File: src/rtl/branch_target_predictor.sv
// rtl/branch_target_predictor.sv - direct-mapped BTB with per-entry saturating counters and stats
module branch_target_predictor #(
    parameter int ADDR_W   = 32,
    parameter int IDX_BITS = 5,
    parameter int TAG_BITS = 8,
    parameter int CNT_BITS = 2,
    parameter int STAT_W   = 32
) (
    input  logic              clk,
    input  logic              reset,
    input  logic [ADDR_W-1:0] if_pc,
    output logic              pred_taken,
    output logic [ADDR_W-1:0] pred_target,
    input  logic              ex_valid,
    input  logic [ADDR_W-1:0] ex_pc,
    input  logic              ex_taken,
    input  logic [ADDR_W-1:0] ex_target,
    input  logic              ex_pred_taken,
    input  logic [ADDR_W-1:0] ex_pred_target,
    output logic              ex_mispredict,
    input  logic              bp_flush,
    input  logic              stat_clear,
    output logic [STAT_W-1:0] stat_branches,
    output logic [STAT_W-1:0] stat_mispred
);

    localparam int ENTRIES = 1 << IDX_BITS;
    localparam logic [CNT_BITS-1:0] CNT_WEAK_T  = CNT_BITS'(1 << (CNT_BITS - 1));
    localparam logic [CNT_BITS-1:0] CNT_WEAK_NT = CNT_WEAK_T - CNT_BITS'(1);
    localparam logic [CNT_BITS-1:0] CNT_MAX     = '1;
    localparam logic [STAT_W-1:0]   STAT_MAX    = '1;

    logic                entry_valid  [ENTRIES];
    logic [TAG_BITS-1:0] entry_tag    [ENTRIES];
    logic [ADDR_W-1:0]   entry_target [ENTRIES];
    logic [CNT_BITS-1:0] entry_cnt    [ENTRIES];

    logic [IDX_BITS-1:0] if_idx;
    logic [TAG_BITS-1:0] if_tag;
    logic [IDX_BITS-1:0] ex_idx;
    logic [TAG_BITS-1:0] ex_tag;
    logic                if_hit;
    logic                ex_hit;
    logic                unused_ex_pc;

    assign if_idx = if_pc[IDX_BITS+1:2];
    assign if_tag = if_pc[IDX_BITS+TAG_BITS+1:IDX_BITS+2];
    assign ex_idx = ex_pc[IDX_BITS+1:2];
    assign ex_tag = ex_pc[IDX_BITS+TAG_BITS+1:IDX_BITS+2];

    // ex_pc only contributes its index and tag bits
    assign unused_ex_pc = ^{ex_pc[1:0], ex_pc[ADDR_W-1:IDX_BITS+TAG_BITS+2]};

    // Lookup reads the registered table, so a same-cycle update is not visible yet
    assign if_hit      = entry_valid[if_idx] && (entry_tag[if_idx] == if_tag);
    assign ex_hit      = entry_valid[ex_idx] && (entry_tag[ex_idx] == ex_tag);
    assign pred_taken  = if_hit && entry_cnt[if_idx][CNT_BITS-1];
    assign pred_target = pred_taken ? entry_target[if_idx] : if_pc + ADDR_W'(4);

    assign ex_mispredict = ex_valid &&
                           ((ex_taken != ex_pred_taken) ||
                            (ex_taken && (ex_target != ex_pred_target)));

    // Table update from the resolving branch; flush wins and blocks allocation
    always_ff @(posedge clk or negedge reset) begin
        if (!reset) begin
            for (int i = 0; i < ENTRIES; i++) begin
                entry_valid[i]  <= 1'b0;
                entry_tag[i]    <= '0;
                entry_target[i] <= '0;
                entry_cnt[i]    <= CNT_WEAK_NT;
            end
        end else if (bp_flush) begin
            for (int i = 0; i < ENTRIES; i++) begin
                entry_valid[i] <= 1'b0;
            end
        end else if (ex_valid) begin
            if (ex_hit) begin
                if (ex_taken) begin
                    entry_target[ex_idx] <= ex_target;
                    if (entry_cnt[ex_idx] != CNT_MAX) begin
                        entry_cnt[ex_idx] <= entry_cnt[ex_idx] + CNT_BITS'(1);
                    end
                end else if (entry_cnt[ex_idx] != '0) begin
                    entry_cnt[ex_idx] <= entry_cnt[ex_idx] - CNT_BITS'(1);
                end
            end else if (ex_taken) begin
                entry_valid[ex_idx]  <= 1'b1;
                entry_tag[ex_idx]    <= ex_tag;
                entry_target[ex_idx] <= ex_target;
                entry_cnt[ex_idx]    <= CNT_WEAK_T;
            end
        end
    end

    // Saturating statistics; clear beats a same-cycle increment
    always_ff @(posedge clk or negedge reset) begin
        if (!reset) begin
            stat_branches <= '0;
            stat_mispred  <= '0;
        end else if (stat_clear) begin
            stat_branches <= '0;
            stat_mispred  <= '0;
        end else begin
            if (ex_valid && (stat_branches != STAT_MAX)) begin
                stat_branches <= stat_branches + STAT_W'(1);
            end
            if (ex_mispredict && (stat_mispred != STAT_MAX)) begin
                stat_mispred <= stat_mispred + STAT_W'(1);
            end
        end
    end

endmodule

File: config.mk
export PLATFORM = sky130hd
export DESIGN_NAME = branch_target_predictor
export DESIGN_NICKNAME = d
export VERILOG_FILES = /design/src/rtl/branch_target_predictor.sv
export SDC_FILE = /design/constraint.sdc
export NUM_CORES = 2
export LEC_CHECK = 0
export BUFFER_PORTS_ARGS = -buffer_cell sky130_fd_sc_hd__buf_2
export CORE_MARGIN = 5
export CORE_UTILIZATION = 25
export DETAILED_ROUTE_END_ITERATION = 12
export HOLD_SLACK_MARGIN = 0.06
export PLACE_DENSITY = 0.37
export SLEW_MARGIN = 20
export SYNTH_ARGS = -nofsm -noshare
export SYNTH_HDL_FRONTEND = slang
export SYNTH_SLANG_ARGS = --single-unit
File: constraint.sdc
create_clock -name clk -period 5.2 [get_ports clk]
set_clock_uncertainty 0.05 [all_clocks]
set_input_delay 0.52 -clock clk [delete_from_list [all_inputs] [get_ports clk]]
set_output_delay 0.52 -clock clk [all_outputs]
set_load 0.03 [all_outputs]
==> run summary <==
Clk root buf - clkbuf_16
Worst rel slew slack - 29.4%
Synthesized area - 70100 um2
Layout net count - 5000
Final Hold Fails - 0
Fin. max-slew vios - 0
Routed len/inst - 28.5 um
RSZ-0062 raised after global routing - no
First-pass GRT wire length - 357000 um
Buffers on Ports - 213
WS Path Type - register to primary output
Iteration-0 DRC Markers - 2403
First-pass DRT Iterations - 5
Max incr delay on CP - 0.65 ns
Drt via density - 4.82
Area Overhead vs Synth - 17.6%
Crit path time final - 5.06 ns
Crit path max-delay family - buffers and inverters
Worst path required time - 4.63 ns
Final wirelength - 248000 um
Share of layout cells above drive strength 1 - 50.1%
CP startpoint kind - register
Rows - 194
Arrival @ worst endpoint - 4.49 ns
Post-synth EDFFs - 0
Sum Neg Setup Slack - 0 ns
Final core utilization - 29.5%
Die width - 540 um
Initial antenna violation count - 30
Status - finished, final reports clean
Maxcap violations - 0
TritonCTS Buffers - 183
Synth warnings - 0
Power Total - 28.2 mW
Synth unique cells - 76
H-tree Lvls - 4
Die ar. - 291000 um2
Pleak - 37.1 nW
Seq/Total Area, Yosys - 51.5%
Setup Viol. Count Final - 0
Post-synth ARST share - 100%
Final WS setup - 0.143 ns
Top post-synthesis cells by area - dfrtp_1 (50%), mux2_2 (20%), mux4_2 (13%)
Worst slack, placed - 0.124 ns
Worst VDD drop - 235 uV
Least-Margin Pin Slew - 1.06 ns
CP Cell Sequence - mux4_2 -> o21ai_0 -> nand4_1 -> xnor2_1 -> and3_1 -> nand4_1 -> buf_12 -> buf_4 -> a211oi_1 -> buf_4 -> a21oi_1 -> buf_2
Cell taking the most area after synthesis - dfrtp_1
PwrDens - 342 nW/um2
CP max FO - 30
Die Ht - 540 um
HPWL Detailed - 154000 um
Ports - 233
Post-synth top area share - 50.3%
Largest net degree at the start of global routing - 162
GR Overflow Total - 0
CP max stage cell - o21ai_0
Starting Density - 25.1%
DR vias - 42100
Fmax achieved - 0.198 GHz
Gpl congestion - 0.774
Vias in the first global route - 44900
Clock sinks - 1440
Skew-Pair Late Insertion Delay - 0.82 ns
Flops & latches, synth - 1440
Setup bufs post-CTS - 0
Max Buffers Root-to-Sink - 4
Hold Path Class - primary input to asynchronous set/reset pin
Period utilization - 97.3%
Routed Antenna Nets - 0
Clock-pin slew on the worst setup and hold paths - 0.06 ns
Mapped Nets - 4807
CP Capture Type - primary output
Synth Instances - 4667
Core area - 279000 um2
Total Routing Usage GR - 16.8%
WP buf/inv - 4
Main flop type after synthesis - dfrtp_1
DRC viols - 0
CTS tree - built
Avg Inst Size Synth - 15.0 um2
final timing paths:
| path | slack, ns | start | depth (start not counted) | endpoint |
|---|---|---|---|---|
| setup / recovery | 0.14 | entry_tag[174] | 12 | pred_target[22] |
| hold / removal | 0.16 | reset | 2 | entry_target[350] |
| setup reg to reg | 1.30 | entry_tag[98] | 10 | entry_cnt[63] |
| hold reg to reg | 0.45 | entry_target[691] | 1 | entry_target[691] |
| max in group asynchronous | 3.30 | reset | 4 | entry_target[449] |
| min in group clk | 0.25 | ex_valid | 5 | stat_branches[0] |
power by group:
part           internal (mW)  total [mW]  switching [mW]
combinational           1.47        2.94            1.48
sequential              12.1        12.5           0.471
clock                   7.58        12.7            5.17
flip-flops by register name (all words and copies together), names as in the netlist:
signal / cells
stat_mispred: 32
stat_branches: 32
entry_target: 1024
entry_cnt: 64
entry_valid: 32
entry_tag: 256
routing by layer:
layer,global-route usage (%),wire [um],up-vias,part of all wire [%]
li1,-,-,17900,-
met1,24.1,118000,23100,47
met3,2.74,10200,262,4.1
met4,3.53,5200,8,2.1
met2,26.8,115000,824,46
met5,0,42,-,0.017
synthesized netlist by cell type, types with 22 or more instances:
cell,instances
nand2_1,87
dfrtp_1,1408
nand3_1,59
mux2_1,73
a21oi_1,41
o21ai_0,34
a21o_1,33
nand4_1,27
nor2b_1,32
buf_2,68
xor2_1,84
mux4_2,410
buf_1,35
mux2_2,1226
nor3_1,22
nor3_4,25
nor4_1,25
mux2_4,64
nor2_1,109
a211oi_1,29
o2bb2ai_1,33
o22ai_1,60
dfstp_2,32
clkbuf_1,273
mux2i_1,137
xnor2_1,40
area by class of cell:
| cell class | instances | area, um2 |
|---|---|---|
| well taps | 3724 | 4660 |
| fillers | 28100 | 197000 |
| diodes | 6 | 15.0 |
| clock inverters | 36 | 473 |
| multi-input cells | 2802 | 32400 |
| inverters | 19 | 71.3 |
| flip-flops and latches | 1440 | 36100 |
| clock buffers | 287 | 5490 |
| repair buffers | 414 | 3190 |
worst reg2reg max path, stage by stage (launching register included):
cell,delay [ns]
dfrtp_1,0.40
mux2i_1,0.41
o22ai_1,0.17
nor4_1,0.40
a21o_1,0.20
o211ai_1,0.14
nor4_4,0.61
and2_4,0.31
buf_12,0.21
nand2_2,0.42
mux2_1,0.47
cells in the final DEF, fill, tap and decap left out, drive strengths merged, types with 5 or more instances in the layout:
cell,n
nor2,113
o211ai,20
a21oi,41
o21ai,35
nand3,59
dfrtp,1408
diode,6
a211oi,29
buf,410
bufinv,7
nand4,27
clkinv,26
o2bb2ai,33
clkbuf,290
dfstp,32
and3,14
mux4,410
or3,13
and2,9
nand4bb,6
nor2b,32
and4,11
xor2,86
mux2i,137
xnor2,40
inv,22
nor3,50
mux2,1363
or4b,5
a22oi,10
nand2,88
a21o,33
o22ai,60
nor4,28
ha,5
what timing repair did:
item / CTS / global route
resized for setup: 1 / 0
hold buffers: 1 / 0
setup endpoints to repair: 1 / 0
hold endpoints to repair: 461 / 0
cell families (layout without fill, tap and decap cells):
kind of cell	after synthesis	after routing	share of synthesized area, %
fa+ha+maj	5	5	0.0892
compound gates	278	278	2.70
xor+xnor	126	126	1.60
other cells	0	6	0
buf+inv	425	756	2.66
mux	1910	1910	37.4
flops	1440	1440	51.5
simple gates	483	483	4.13
stage by stage:
| stage | cell area, um2 | std cells | hold slack, ns |
|---|---|---|---|
| 6_report | 82400 | 8728 | 0.158 |
| 3_5_place_dp | 76400 | 8398 | 0.387 |
| 3_3_place_gp | 76400 | 8398 | 0.388 |
| 4_1_cts | 82400 | 8722 | 0.0963 |
| 2_1_floorplan | 70100 | 4667 | 0.174 |
| 5_1_grt | 82400 | 8726 | 0.128 |
(Power assumes the default switching activity.)
